--- src/rtl/ex_memreq_stage.sv ---
// EX stage: forms rj+imm, flags misaligned accesses, and issues the data SRAM
// request with a req/addr_ok handshake, draining any request a flush leaves in flight.
module ex_memreq_stage #(
  parameter int PAYLOAD_W = 64
) (
  input  logic                 clk,
  input  logic                 resetn,
  input  logic                 flush,
  input  logic                 later_excep,
  input  logic                 in_valid,
  output logic                 ex_allowin,
  input  logic [31:0]          in_pc,
  input  logic [31:0]          in_rj,
  input  logic [31:0]          in_imm,
  input  logic [31:0]          in_rkd,
  input  logic                 in_mem_re,
  input  logic                 in_mem_we,
  input  logic [1:0]           in_mem_size,
  input  logic                 in_mem_unsigned,
  input  logic                 in_excep,
  input  logic [PAYLOAD_W-1:0] in_payload,
  output logic                 out_valid,
  input  logic                 mem_allowin,
  output logic [31:0]          out_pc,
  output logic [31:0]          out_addr,
  output logic                 out_ale,
  output logic                 out_excep,
  output logic                 out_mem_issued,
  output logic [1:0]           out_mem_size,
  output logic                 out_mem_unsigned,
  output logic [PAYLOAD_W-1:0] out_payload,
  output logic                 mem_drop_resp,
  output logic                 data_sram_req,
  output logic                 data_sram_wr,
  output logic [1:0]           data_sram_size,
  output logic [3:0]           data_sram_wstrb,
  output logic [31:0]          data_sram_addr,
  output logic [31:0]          data_sram_wdata,
  input  logic                 data_sram_addr_ok
);

  typedef enum logic [1:0] {IDLE, ISSUE, READY, DRAIN} state_t;

  state_t      state, state_nxt;
  logic        req_held;
  logic [31:0] rkd_q;
  logic        mem_re_q, mem_we_q, excep_q;
  logic        accept, accept_issue, kill, req_fire;

  assign accept       = in_valid & ex_allowin & ~flush;
  assign accept_issue = (in_mem_re | in_mem_we) & ~in_excep;
  assign kill         = out_ale | later_excep;
  assign req_fire     = data_sram_req & data_sram_addr_ok;

  always_ff @(posedge clk) begin
    if (!resetn) state <= IDLE;
    else         state <= state_nxt;
  end

  // Flush wins over everything; a request already on the bus must still complete.
  always_comb begin
    state_nxt = state;
    if (flush) begin
      if (req_fire)           state_nxt = IDLE;
      else if (data_sram_req) state_nxt = DRAIN;
      else                    state_nxt = IDLE;
    end else begin
      case (state)
        IDLE: if (accept) state_nxt = accept_issue ? ISSUE : READY;
        ISSUE: begin
          if (kill & ~req_held)       state_nxt = READY;
          else if (data_sram_addr_ok) state_nxt = READY;
        end
        READY: begin
          if (accept)           state_nxt = accept_issue ? ISSUE : READY;
          else if (mem_allowin) state_nxt = IDLE;
        end
        DRAIN: if (data_sram_addr_ok) state_nxt = IDLE;
        default: state_nxt = IDLE;
      endcase
    end
  end

  // Once req has been shown without addr_ok it must stay up, so kill only suppresses a fresh req.
  always_comb begin
    ex_allowin    = (state == IDLE) | ((state == READY) & mem_allowin);
    out_valid     = (state == READY);
    data_sram_req = ((state == ISSUE) & (req_held | ~kill)) | (state == DRAIN);
  end

  always_ff @(posedge clk) begin
    if (!resetn) begin
      req_held       <= 1'b0;
      out_mem_issued <= 1'b0;
      mem_drop_resp  <= 1'b0;
    end else begin
      req_held      <= data_sram_req & ~data_sram_addr_ok;
      mem_drop_resp <= req_fire & (flush | (state == DRAIN));
      if (flush | accept)
        out_mem_issued <= 1'b0;
      else if ((state == ISSUE) & req_fire)
        out_mem_issued <= 1'b1;
    end
  end

  always_ff @(posedge clk) begin
    if (!resetn) begin
      out_pc           <= '0;
      out_addr         <= '0;
      rkd_q            <= '0;
      mem_re_q         <= 1'b0;
      mem_we_q         <= 1'b0;
      out_mem_size     <= '0;
      out_mem_unsigned <= 1'b0;
      excep_q          <= 1'b0;
      out_payload      <= '0;
    end else if (accept) begin
      out_pc           <= in_pc;
      out_addr         <= in_rj + in_imm;
      rkd_q            <= in_rkd;
      mem_re_q         <= in_mem_re;
      mem_we_q         <= in_mem_we;
      out_mem_size     <= in_mem_size;
      out_mem_unsigned <= in_mem_unsigned;
      excep_q          <= in_excep;
      out_payload      <= in_payload;
    end
  end

  // Alignment only matters for instructions that actually touch memory.
  always_comb begin
    out_ale = (mem_re_q | mem_we_q) &
              (((out_mem_size == 2'd1) & out_addr[0]) |
               ((out_mem_size == 2'd2) & (out_addr[1:0] != 2'b00)));
    out_excep = excep_q | out_ale;
  end

  always_comb begin
    data_sram_wr   = mem_we_q;
    data_sram_size = out_mem_size;
    data_sram_addr = out_addr;
    case (out_mem_size)
      2'd0: begin
        data_sram_wstrb = 4'b0001 << out_addr[1:0];
        data_sram_wdata = {4{rkd_q[7:0]}};
      end
      2'd1: begin
        data_sram_wstrb = out_addr[1] ? 4'b1100 : 4'b0011;
        data_sram_wdata = {2{rkd_q[15:0]}};
      end
      default: begin
        data_sram_wstrb = 4'b1111;
        data_sram_wdata = rkd_q;
      end
    endcase
    if (!mem_we_q) data_sram_wstrb = 4'b0000;
  end

endmodule

--- config.mk ---
export PLATFORM = sky130hd
export DESIGN_NAME = ex_memreq_stage
export DESIGN_NICKNAME = d
export VERILOG_FILES = /design/src/rtl/ex_memreq_stage.sv
export SDC_FILE = /design/constraint.sdc
export NUM_CORES = 1
export LEC_CHECK = 0
export CORE_AREA = 2 2 160 162
export DETAILED_ROUTE_END_ITERATION = 7
export DIE_AREA = 0 0 162 164
export GPL_TIMING_DRIVEN = 0
export PLACE_DENSITY_LB_ADDON = 0.08
export SETUP_SLACK_MARGIN = 0.2
export SLEW_MARGIN = 25
export SYNTH_ARGS = -nofsm -noshare
export SYNTH_HDL_FRONTEND = slang
export SYNTH_SLANG_ARGS = --single-unit
--- constraint.sdc ---
create_clock -name clk -period 4.55 [get_ports clk]
set_input_delay 0.91 -clock clk [delete_from_list [all_inputs] [get_ports clk]]
set_output_delay 0.91 -clock clk [all_outputs]
set_load 0.01 [all_outputs]
# ---- Word-level counts from Yosys, hierarchy flattened
# Cells that the tools add are included.
dict set report word_totals {
  latchBits 0
  ramBits 0
  rom_bits 0
  n_memories 0
  in_bits 205
  output_inout_bits 209
  wordCells 73
  register_bits 171
}
dict set report op_classes {
  n_mux 15
  bitwise_logic 29
  mul 0
  addsub 1
  n_div 0
  n_reduce_logical 5
  order_cmp 0
  shift 1
  n_eq_ne 9
}
# operator n
set op_table {}
lappend op_table {{one-hot mux 32 bit (2 select lines)} 1}
lappend op_table {{adder 32 bit} 1}
lappend op_table {{2-to-1 mux 2 bit} 10}
lappend op_table {{bitwise AND 1 bit} 13}
lappend op_table {{OR 1 bit} 10}
lappend op_table {{2-to-1 mux 4 bit} 2}
lappend op_table {{one-hot mux 2 bit (4 select lines)} 1}
lappend op_table {{one-hot mux 4 bit (2 select lines)} 1}
lappend op_table {{equality test 2 bit (second input constant)} 3}
lappend op_table {{inequality test 3 bit (second input constant)} 2}
lappend op_table {{inverter 1 bit} 6}
lappend op_table {{equality test 2 x 1 -> 1 bit (second input constant)} 2}
lappend op_table {{logical NOT 2 bit} 2}
lappend op_table {{inequality test 4 x 2 -> 1 bit (second input constant)} 1}
lappend op_table {{inequality test 4 bit (second input constant)} 1}
lappend op_table {{AND reduction 4 bit} 1}
lappend op_table {{left shift 1 x 2 -> 4 bit (first input constant)} 1}
lappend op_table {{nonzero test 2 bit} 1}
lappend op_table {{OR reduction 2 bit} 1}

# ---- Longest topological paths before layout
# Gate-level depths: netlist of run 1.
dict set report logic_depth {
  depth_word 12
  depth_mapped 9
  mapped_depth_nobuf 9
}

# ---- Least setup slack after synthesis of run 1
# OpenSTA, ideal clock, no wires.
dict set report synth_timing {
  path_kind {input-to-reg}
  startpoint {in in_rj[0]}
  endpoint {reg out_addr[28] (netlist: data_sram_addr[28])}
  cell_stages 9
  n_path_buf 0
  required_ns 4.488
  slack_ns 1.716
  setup_time_ns 0.062
  arrival_time_ns 2.772
  cell_sequence {ha_1 fa_1 a21oi_1 nand4b_1 a21oi_1 nor3_1 nor4_1 or4_1 nand3_1}
}
dict set report synth_via {
  elab_chain_cells 1
}
# element line
set synth_rtl {}
lappend synth_rtl {{from (decl)} 13} ;# input logic [31:0] in_rj,
lappend synth_rtl {{adder 32 bit} 119} ;# out_addr <= in_rj + in_imm;
lappend synth_rtl {{to (signal assigned)} 119}
lappend synth_rtl {{to (decl)} 25} ;# output logic [31:0] out_addr,
# No other way between the ends.
# A chain may end at the register's enable or synchronous reset.

# ---- Worst setup path after layout of run 1
dict set report layout_timing {
  startpoint {reg out_mem_size[1] (netlist: data_sram_size[1])}
  endpoint {out data_sram_wdata[28]}
}
dict set report layout_via {
  elab_chain_cells 2
  elab_cells_between_ends 3
  classes_between {eq/ne: 1; mux: 1; reduce/logical: 1}
}
# element line
set layout_rtl {}
lappend layout_rtl {{from (decl)} 29} ;# output logic [1:0] out_mem_size,
lappend layout_rtl {{from (signal assigned)} 123} ;# out_mem_size <= in_mem_size;
lappend layout_rtl {{equality test 2 x 1 -> 1 bit / logical NOT 2 bit (equally long branches)} 142} ;# case (out_mem_size)
lappend layout_rtl {{one-hot mux 32 bit (2 select lines) (*)} 142}
lappend layout_rtl {{to (decl)} 38} ;# output logic [31:0] data_sram_wdata,
# Every way passes the cells marked *; elsewhere a longest branch is shown, timed or not.

==> impl_metrics.sql, run 1 <==
INSERT INTO impl_metrics (metric_group, metric, value, unit) VALUES
('status', 'outcome', 'completed', ''),
('floorplanning', 'rows', '58', ''),
('pwr', 'power.combinational.fraction', '0.246', ''),
('synth', 'synth_flop_cell', 'sky130_fd_sc_hd__dfxtp_1', ''),
('synth', 'synthTopCellsByArea', 'sky130_fd_sc_hd__dfxtp_1 (40%), sky130_fd_sc_hd__nand2_1 (15%), sky130_fd_sc_hd__a21oi_1 (11%), sky130_fd_sc_hd__ha_1 (4.5%), sky130_fd_sc_hd__buf_4 (3.7%)', ''),
('synth', 'synthMostInstantiatedCell', 'sky130_fd_sc_hd__nand2_1', ''),
('layout', 'final_layout_size_suffix_gt1_frac', '0.0858', ''),
('placement', 'gp_congestion', '0.863', ''),
('clocking', 'clock_sinks', '171', ''),
('clocking', 'tritoncts_clock_tree', 'done', ''),
('synth', 'synth_largest_area_cell', 'sky130_fd_sc_hd__dfxtp_1', ''),
('clocking', 'cts_hold_repair.buffers', '0', ''),
('pwr', 'cellPowerDensity', '304', 'nW/um^2'),
('setup_path', 'timing.reg2reg.worst_path_depth', '8', ''),
('clocking', 'ctsRootBufferMaster', 'sky130_fd_sc_hd__clkbuf_16', ''),
('drt', 'first_pass_iters', '5', ''),
('run', 'max-cap-violations', '0', ''),
('setup_path', 'max_fo_critical_path', '10', ''),
('clocking', 'cts-buffers-inserted', '17', ''),
('placement', 'place.detailed.hpwl', '25200', 'microns'),
('synth', 'ys_top_cells_by_count', 'sky130_fd_sc_hd__nand2_1 (333), sky130_fd_sc_hd__a21oi_1 (180), sky130_fd_sc_hd__dfxtp_1 (171)', ''),
('synth', 'ys_seq_area_frac', '0.401', ''),
('sta', 'finalClockSkew', '0.0160', 'ns'),
('synth', 'yosysUniqueCellTypes', '68', ''),
('setup_path', 'crit_path_start_kind', 'flip-flop', ''),
('clocking', 'cts_htree_levels', '4', ''),
('pwr', 'proportion_of_power_drawn_by_flip_flops_and_latches', '0.394', ''),
('drt', 'route.antenna.remaining_nets', '0', ''),
('drt', 'drc_errors', '0', ''),
('floorplanning', 'io-pin-count', '414', ''),
('synth', 'post_synth_instance_area', '8530', 'sq um'),
('hold_path', 'holdPathStages', '2', ''),
('synth', 'synthArstFlopShare', '0', ''),
('placement', 'numPlacedInstances', '1851', ''),
('synth', 'synth_seq_cells', '171', ''),
('sta', 'relSlewSlack', '0.466', ''),
('setup_path', 'worst_ep_required_time', '3.64', 'ns'),
('global_route', 'groute.usage.overall', '0.235', ''),
('layout', 'final_cell_count_no_fill', '1885', ''),
('hold_path', 'min_path_type', 'reg2reg', ''),
('setup_path', 'worst-setup-path-type', 'reg2out', ''),
('placement', 'port_buffers', '412', ''),
('pwr', 'ir_worst_vdd', '0.218', 'mV'),
('global_route', 'antenna_found_initial', '3', ''),
('drt', 'drt-wirelength-per-cell', '17.2', 'microns'),
('setup_path', 'arrival', '2.83', 'ns'),
('global_route', 'grt_start_max_net_pins', '17', ''),
('pwr', 'clockPowerShare', '0.360', ''),
('sta', 'period_needed', '3.74', 'ns'),
('clocking', 'buffer_depth_of_the_longest_clock_path', '2', ''),
('sta', 'setup_violations', '0', ''),
('synth', 'synth_top_area_share', '0.401', ''),
('sta', 'fmax', '267', 'MHz'),
('pwr', 'netSwitchingPower', '0.00122', 'W'),
('floorplanning', 'start_util', '0.344', ''),
('clocking', 'clkLatencyLatePin', '0.43', 'ns'),
('synth', 'yosysWarningCount', '0', ''),
('sta', 'rsz0062_at_grt', 'no', ''),
('clocking', 'postCtsSetupRepairBufs', '0', ''),
('floorplanning', 'die_height', '164', 'microns'),
('pwr', 'power.static_leakage', '5.07', 'nW'),
('floorplanning', 'die_area', '26600', 'sq um'),
('floorplanning', 'core-area', '24800', 'sq um'),
('global_route', 'grt_pass1_vias', '8751', ''),
('drt', 'routed_via_density', '4.84', ''),
('drt', 'detail_route.iter0.violations', '528', ''),
('clocking', 'path_clk_slew', '0.07', 'ns'),
('sta', 'slew_violations', '0', ''),
('sta', 'final-hold-violation-count', '0', ''),
('synth', 'synth.avg_cell_area', '7.69', 'sq um'),
('sta', 'min_period_over_period', '0.822', '');
## layout make-up
class	count	area [sq um]
Fill cell	2447	11200
Antenna cell	4	10.0
Tap cell	330	413
Multi-Input combinational cell	816	4450
Timing Repair Buffer	412	4120
Inverter	11	41.3
Clock buffer	17	425
Sequential cell	171	3420
Clock inverter	13	161
Buffer	111	617
## flip-flops by register name, summed over array words and instances (netlist names)
name              flops
mem_drop_resp         1
mem_re_q              1
data_sram_size        2
out_pc               32
excep_q               1
out_mem_unsigned      1
state                 2
req_held              1
out_mem_issued        1
rkd_q                32
data_sram_wr          1
out_payload          64
data_sram_addr       32
## power groups by stage
stage	Combinational [W]	Sequential, W	Clock [W]
6_report	0.00102	0.00164	0.00149
5_1_grt	0.00111	0.00165	0.00160
4_1_cts	0.00103	0.00164	0.00153
3_5_place_dp	0.00102	0.00167	0
3_3_place_gp	0.00102	0.00167	0
2_1_floorplan	0.000464	0.00169	0
## placed cells by master, fill, tap and decap left out, types with 10 or more instances in the layout
cell type / count
sky130_fd_sc_hd__buf_4: 42
sky130_fd_sc_hd__xor2_1: 11
sky130_fd_sc_hd__dfxtp_1: 171
sky130_fd_sc_hd__a21oi_1: 180
sky130_fd_sc_hd__clkbuf_16: 17
sky130_fd_sc_hd__nor2_1: 47
sky130_fd_sc_hd__buf_2: 22
sky130_fd_sc_hd__clkdlybuf4s50_1: 412
sky130_fd_sc_hd__o21ai_0: 30
sky130_fd_sc_hd__clkbuf_1: 44
sky130_fd_sc_hd__mux2i_1: 11
sky130_fd_sc_hd__nor3_1: 10
sky130_fd_sc_hd__mux2_2: 16
sky130_fd_sc_hd__xnor2_1: 10
sky130_fd_sc_hd__nand2_1: 333
sky130_fd_sc_hd__nand3_1: 15
sky130_fd_sc_hd__ha_1: 31
sky130_fd_sc_hd__inv_1: 11
## worst max-delay path, stage by stage, from the launching register on
cell and delay (ns):
sky130_fd_sc_hd__dfxtp_1 0.51, sky130_fd_sc_hd__clkbuf_1 0.59, sky130_fd_sc_hd__clkbuf_1 0.46, sky130_fd_sc_hd__nand2_1 0.13, sky130_fd_sc_hd__o21ai_0 0.11, sky130_fd_sc_hd__clkdlybuf4s50_1 0.60
## logic make-up after synthesis
| group | count (synthesis) | synth area share |
|---|---|---|
| flip-flops | 171 | 0.401 |
| XOR/XNOR | 21 | 0.0216 |
| multiplexers | 27 | 0.0340 |
| AND/OR/NAND/NOR | 454 | 0.226 |
| adder cells (fa/ha/maj) | 32 | 0.0478 |
| buffers and inverters | 122 | 0.0771 |
| AO/OA/AOI/OAI | 282 | 0.192 |
## final timing paths
path	startpoint	endpoint	slack, ns
setup / recovery	data_sram_size[1]	data_sram_wdata[28]	0.81
hold / removal	out_pc[3]	out_pc[3]	0.45
hold reg to reg	out_pc[3]	out_pc[3]	0.45
setup reg to reg	state[0]	out_payload[15]	2.28
## metrics by stage
step           cell area (sq um)  setup slack (ns)  power [W]
2_1_floorplan               8530              1.72    0.00215
3_3_place_gp               13100             0.920    0.00269
3_5_place_dp               13100             0.889    0.00270
4_1_cts                    13700             0.792    0.00420
5_1_grt                    13700             0.611    0.00436
6_report                   13700             0.810    0.00416
## per-layer routing
metal / up-vias / track usage / wire (microns)
li1: 4601 / - / -
met5: - / 0 / 20
met1: 4198 / 0.284 / 13500
met4: 2 / 0.0720 / 634
met2: 284 / 0.413 / 16000
met3: 37 / 0.0581 / 2180
Power figures use the tool's default switching activity.
==> run 2, diff against run 1 <==
clock period = 3.44 ns   (was 4.55 ns; I/O delays follow)
==> impl_metrics.sql, run 2 (synthesized netlist as in run 1, its figures left out) <==
INSERT INTO impl_metrics (metric_group, metric, value, unit) VALUES
('clocking', 'tritoncts_clock_tree', 'done', ''),
('setup_path', 'worst-setup-path-type', 'reg2out', ''),
('setup_path', 'timing.reg2reg.worst_path_depth', '8', ''),
('drt', 'first_pass_iters', '5', ''),
('sta', 'fmax', '328', 'MHz'),
('layout', 'largest_register_ffs', '64', ''),
('setup_path', 'r2r_start', 'state[0]', ''),
('global_route', 'first_pass_grt_wire_length', '48700', 'microns'),
('clocking', 'cts_htree_levels', '4', ''),
('clocking', 'ctsRootBufferMaster', 'sky130_fd_sc_hd__clkbuf_16', ''),
('pwr', 'cellPowerDensity', '402', 'nW/um^2'),
('layout', 'layout-area-overhead-vs-synth', '60.3', '%'),
('pwr', 'power.static_leakage', '5.08', 'nW'),
('global_route', 'grt_overflow_total', '0', ''),
('clocking', 'clkLatencyLatePin', '0.43', 'ns'),
('floorplanning', 'start_util', '0.344', ''),
('pwr', 'clockPowerShare', '0.360', ''),
('run', 'max-cap-violations', '0', ''),
('sta', 'period_needed', '3.05', 'ns'),
('layout', 'max_flop_register', 'out_payload', ''),
('layout', 'final_net_count', '1777', ''),
('setup_path', 'arrival', '2.36', 'ns'),
('clocking', 'postCtsSetupRepairBufs', '0', ''),
('placement', 'port_buffers', '412', ''),
('layout', 'final_common_cell', 'sky130_fd_sc_hd__clkdlybuf4s50_1', ''),
('sta', 'finalClockSkew', '0.0160', 'ns'),
('sta', 'final-hold-violation-count', '0', ''),
('hold_path', 'hold_end', 'out_pc[3]', ''),
('sta', 'setup_violations', '0', ''),
('global_route', 'groute.usage.overall', '0.235', ''),
('floorplanning', 'io-pin-count', '414', ''),
('clocking', 'clock_sinks', '171', ''),
('pwr', 'proportion_of_power_drawn_by_flip_flops_and_latches', '0.394', ''),
('floorplanning', 'die_area', '26600', 'sq um'),
('floorplanning', 'die_height', '164', 'microns'),
('floorplanning', 'die-width', '162', 'microns'),
('placement', 'gp_congestion', '0.863', ''),
('pwr', 'total_power', '0.00550', 'W'),
('global_route', 'grt_start_max_net_pins', '17', ''),
('clocking', 'path_clk_slew', '0.07', 'ns'),
('sta', 'rsz0062_at_grt', 'no', ''),
('pwr', 'netSwitchingPower', '0.00161', 'W'),
('pwr', 'ir_worst_vdd', '0.287', 'mV'),
('setup_path', 'cp-end-kind', 'output port', ''),
('drt', 'dr_total_vias', '9122', ''),
('floorplanning', 'rows', '58', ''),
('pwr', 'power.combinational.fraction', '0.246', ''),
('setup_path', 'worstReg2RegEnd', 'out_payload[15]', ''),
('hold_path', 'holdPathStages', '2', ''),
('hold_path', 'hold_path_startpoint', 'out_pc[3]', ''),
('sta', 'timing.setup.tns', '0', 'ns'),
('floorplanning', 'core-area', '24800', 'sq um'),
('drt', 'routed_via_density', '4.84', ''),
('drt', 'drc_errors', '0', ''),
('drt', 'drt-total-wl', '32300', 'microns'),
('layout', 'final_layout_size_suffix_gt1_frac', '0.0877', ''),
('placement', 'place.detailed.hpwl', '25200', 'microns'),
('sta', 'worstMarginPinSlew', '0.802', 'ns'),
('clocking', 'cts-buffers-inserted', '17', ''),
('hold_path', 'min_path_type', 'reg2reg', ''),
('drt', 'route.antenna.remaining_nets', '0', ''),
('drt', 'detail_route.iter0.violations', '517', ''),
('setup_path', 'crit_path_start_kind', 'flip-flop', ''),
('global_route', 'grt_pass1_vias', '8751', ''),
('sta', 'relSlewSlack', '0.465', ''),
('layout', 'top_library_cells_by_usage_in_the_layout_fill_and_taps_aside', 'sky130_fd_sc_hd__clkdlybuf4s50_1 (412), sky130_fd_sc_hd__nand2_1 (333), sky130_fd_sc_hd__a21oi_1 (180), sky130_fd_sc_hd__dfxtp_1 (171), sky130_fd_sc_hd__nor2_1 (47)', ''),
('pwr', 'cell_internal_pwr', '0.00389', 'W'),
('status', 'outcome', 'completed', ''),
('global_route', 'antenna_found_initial', '3', ''),
('setup_path', 'setup.reg_to_reg.worst_slack', '1.17', 'ns'),
('pwr', 'switching_share', '0.292', ''),
('sta', 'slew_violations', '0', ''),
('sta', 'min_period_over_period', '0.887', ''),
('setup_path', 'worst_ep_required_time', '2.75', 'ns'),
('clocking', 'buffer_depth_of_the_longest_clock_path', '2', ''),
('setup_path', 'max_fo_critical_path', '10', ''),
('drt', 'drt-wirelength-per-cell', '17.1', 'microns');
[run 2: cell counts in the layout (fill, tap and decap cells not counted)]
No cell type changed its count.
[run 2: worst max path at each step]
stage | start | end | slack (ns) | cells after the start
after global routing | data_sram_size[1] | data_sram_wdata[31] | 0.24 | 5
after global placement | in_rj[0] | data_sram_addr[28] | 0.03 | 10
after CTS | data_sram_size[1] | data_sram_wdata[31] | 0.29 | 5
after floorplan | in_rj[0] | data_sram_addr[28] | 0.83 | 9
final | data_sram_size[1] | data_sram_wdata[31] | 0.39 | 5
after detailed placement | in_rj[0] | data_sram_addr[28] | 0.0008 | 10
[run 2: layer usage]
layer  global-route usage  vias up  wire [microns]
met4               0.0720        2             632
met1                0.284     4195           13500
met3               0.0581       37            2200
met2                0.413      289           16000
li1                     -     4599               -
met5                    0        -              20
[run 2: area by class of cell]
| class | count | area [sq um] |
|---|---|---|
| clock inverter | 13 | 161 |
| fill | 2445 | 11100 |
| inverter | 11 | 41.3 |
| multi-input combinational | 816 | 4450 |
| tap | 330 | 413 |
| sequential | 171 | 3420 |
| antenna | 4 | 10.0 |
| clock buffer | 17 | 425 |
| timing repair buffer | 412 | 4120 |
| buffer | 111 | 623 |
[run 2: what timing repair did]
action / in CTS / in global routing
setup endpoints to repair: 8 / 1
hold buffers: 0 / 0
cloned: 0 / 0
resized for setup: 3 / 2
hold endpoints to repair: 0 / 0
[run 2: worst max-delay path, cell delays in order, from the launching register on]
cell and delay (ns):
sky130_fd_sc_hd__dfxtp_1 0.51, sky130_fd_sc_hd__clkbuf_4 0.33, sky130_fd_sc_hd__clkbuf_2 0.29, sky130_fd_sc_hd__nand2_1 0.08
sky130_fd_sc_hd__o21ai_0 0.10, sky130_fd_sc_hd__clkdlybuf4s50_1 0.62
[run 2: per-stage QoR]
stage           util  hold WS (ns)  setup slack, ns  cell area [sq um]  instances
2_1_floorplan      -         0.432            0.828               8530       1109
3_3_place_gp   0.527         0.440           0.0321              13100       1851
3_5_place_dp   0.527         0.446         0.000800              13100       1851
4_1_cts        0.550         0.455            0.295              13700       1881
5_1_grt        0.551         0.473            0.235              13700       1882
6_report       0.551         0.453            0.389              13700       1885
[run 2: power by group through the flow]
stage	sequential [W]	clock (W)	combinational, W
2_1_floorplan	0.00224	0	0.000614
3_3_place_gp	0.00221	0	0.00135
3_5_place_dp	0.00221	0	0.00135
4_1_cts	0.00217	0.00202	0.00136
5_1_grt	0.00218	0.00211	0.00148
6_report	0.00217	0.00198	0.00136
==> run 3, diff against run 2 <==
CORE_AREA = 2 2 163 165   (was 2 2 160 162)
DIE_AREA = 0 0 165 167   (was 0 0 162 164)
clock period = 3.3 ns   (was 3.44 ns; I/O delays follow)
==> impl_metrics.sql, run 3 (synthesized netlist as in run 1, its figures left out) <==
INSERT INTO impl_metrics (metric_group, metric, value, unit) VALUES
('status', 'outcome', 'completed', ''),
('floorplanning', 'die_height', '167', 'microns'),
('layout', 'top_library_cells_by_usage_in_the_layout_fill_and_taps_aside', 'sky130_fd_sc_hd__clkdlybuf4s50_1 (412), sky130_fd_sc_hd__nand2_1 (333), sky130_fd_sc_hd__a21oi_1 (180), sky130_fd_sc_hd__dfxtp_1 (170), sky130_fd_sc_hd__nor2_1 (47)', ''),
('placement', 'place.detailed.hpwl', '26100', 'microns'),
('pwr', 'total_power', '0.00582', 'W'),
('layout', 'layout-area-overhead-vs-synth', '60.9', '%'),
('sta', 'relSlewSlack', '0.451', ''),
('run', 'max-cap-violations', '0', ''),
('pwr', 'switching_share', '0.303', ''),
('pwr', 'clockPowerShare', '0.368', ''),
('global_route', 'antenna_found_initial', '3', ''),
('clocking', 'cts-buffers-inserted', '17', ''),
('setup_path', 'arrival', '2.31', 'ns'),
('sta', 'min_period_over_period', '0.901', ''),
('drt', 'detail_route.iter0.violations', '539', ''),
('sta', 'fmax', '336', 'MHz'),
('layout', 'largest_register_ffs', '64', ''),
('placement', 'port_buffers', '412', ''),
('pwr', 'cellPowerDensity', '424', 'nW/um^2'),
('clocking', 'clock_sinks', '171', ''),
('drt', 'total_met2_wirelength_after_detailed_routing', '16000', 'microns'),
('clocking', 'postCtsSetupRepairBufs', '0', ''),
('drt', 'met3_length', '2130', 'microns'),
('clocking', 'tritoncts_clock_tree', 'done', ''),
('global_route', 'groute.usage.overall', '0.231', ''),
('clocking', 'buffer_depth_of_the_longest_clock_path', '2', ''),
('floorplanning', 'rows', '59', ''),
('setup_path', 'worst-setup-path-type', 'reg2out', ''),
('pwr', 'power.combinational.fraction', '0.244', ''),
('clocking', 'cts_htree_levels', '4', ''),
('sta', 'rsz0062_at_grt', 'yes', ''),
('clocking', 'ctsRootBufferMaster', 'sky130_fd_sc_hd__clkbuf_16', ''),
('sta', 'worstMarginPinSlew', '0.824', 'ns'),
('pwr', 'power.static_leakage', '5.12', 'nW'),
('sta', 'finalClockSkew', '0.0237', 'ns'),
('setup_path', 'cp-end-kind', 'output port', ''),
('drt', 'detail_route.wirelength.met1', '13900', 'microns'),
('floorplanning', 'io-pin-count', '414', ''),
('sta', 'slew_violations', '0', ''),
('drt', 'first_pass_iters', '5', ''),
('sta', 'setup_violations', '0', ''),
('setup_path', 'max_fo_critical_path', '10', ''),
('clocking', 'path_clk_slew', '0.07', 'ns'),
('drt', 'route.antenna.remaining_nets', '0', ''),
('floorplanning', 'start_util', '0.331', ''),
('setup_path', 'crit_path_start_kind', 'flip-flop', ''),
('layout', 'final_common_cell', 'sky130_fd_sc_hd__clkdlybuf4s50_1', ''),
('global_route', 'grt_overflow_total', '0', ''),
('global_route', 'first_pass_grt_wire_length', '49100', 'microns'),
('sta', 'period_needed', '2.97', 'ns'),
('pwr', 'cell_internal_pwr', '0.00405', 'W'),
('global_route', 'grt_start_max_net_pins', '20', ''),
('pwr', 'netSwitchingPower', '0.00177', 'W'),
('global_route', 'grt_pass1_vias', '8681', ''),
('clocking', 'cts_hold_repair.buffers', '0', ''),
('floorplanning', 'core-area', '25800', 'sq um'),
('placement', 'gp_congestion', '0.863', ''),
('layout', 'final_area', '13700', 'sq um'),
('clocking', 'clkLatencyLatePin', '0.44', 'ns'),
('hold_path', 'min_path_type', 'reg2reg', ''),
('pwr', 'proportion_of_power_drawn_by_flip_flops_and_latches', '0.388', ''),
('floorplanning', 'die-width', '165', 'microns'),
('drt', 'drt-wirelength-per-cell', '17.4', 'microns'),
('drt', 'drc_errors', '0', ''),
('drt', 'drt-total-wl', '32900', 'microns'),
('floorplanning', 'die_area', '27600', 'sq um'),
('placement', 'dpl_cell_area', '13100', 'sq um'),
('drt', 'dr_total_vias', '9187', ''),
('layout', 'final_net_count', '1777', ''),
('drt', 'highest-signal-layer', 'met5', ''),
('sta', 'final-hold-violation-count', '0', ''),
('drt', 'routed_via_density', '4.86', ''),
('setup_path', 'worst_ep_required_time', '2.64', 'ns'),
('pwr', 'ir_worst_vdd', '0.234', 'mV'),
('layout', 'max_flop_register', 'out_payload', ''),
('layout', 'final_layout_size_suffix_gt1_frac', '0.0901', '');
-- run 3: stage by stage --
step / utilization / TNS [ns] / std cells / hold WS, ns / worst slack, ns
after floorplan: - / 0 / 1109 / 0.432 / 0.716
after global placement: 0.507 / -0.483 / 1856 / 0.438 / -0.148
after detailed placement: 0.507 / -0.358 / 1856 / 0.443 / -0.149
after CTS: 0.532 / 0 / 1888 / 0.456 / 0.201
after global routing: 0.533 / 0 / 1889 / 0.470 / 0.188
final: 0.533 / 0 / 1889 / 0.453 / 0.327
-- run 3: layout make-up --
type / count / area [sq um]
antenna: 1 / 2.50
buffer: 111 / 626
clock buffer: 18 / 439
clock inverter: 14 / 194
fill: 2550 / 12000
inverter: 11 / 41.3
multi-input combinational: 816 / 4450
sequential: 171 / 3420
tap: 335 / 419
timing repair buffer: 412 / 4120
-- run 3: power by group through the flow --
stage / Sequential [W] / Combinational (W) / Clock (W)
2_1_floorplan: 0.00233 / 0.000640 / 0
3_3_place_gp: 0.00230 / 0.00142 / 0
3_5_place_dp: 0.00231 / 0.00142 / 0
4_1_cts: 0.00226 / 0.00143 / 0.00218
5_1_grt: 0.00227 / 0.00154 / 0.00226
6_report: 0.00226 / 0.00142 / 0.00214
-- run 3: timing repair --
item / in CTS / in global routing
gates resized for setup: 4 / 3
pin swaps: 0 / 0
endpoints found under the setup margin: 11 / 3
-- run 3: final timing paths --
kind / start / to / slack (ns) / cells after the start
hold reg to reg: out_payload[52] / out_payload[52] / 0.45 / 2
setup reg to reg: state[0] / out_payload[55] / 1.06 / 7
setup / recovery: data_sram_size[0] / data_sram_wdata[30] / 0.33 / 4
hold / removal: out_payload[52] / out_payload[52] / 0.45 / 2
-- run 3: worst max-delay path, cell delays in order (launching register included) --
cell	delay, ns
sky130_fd_sc_hd__dfxtp_1	0.47
sky130_fd_sc_hd__clkbuf_4	0.32
sky130_fd_sc_hd__mux2i_1	0.09
sky130_fd_sc_hd__o21ai_0	0.37
sky130_fd_sc_hd__clkdlybuf4s50_1	0.63
-- run 3: layer usage --
layer | track usage | vias up
met3 | 0.0533 | 48
met4 | 0.0858 | 4
li1 | - | 4613
met1 | 0.284 | 4229
met2 | 0.391 | 293
met5 | 0 | -
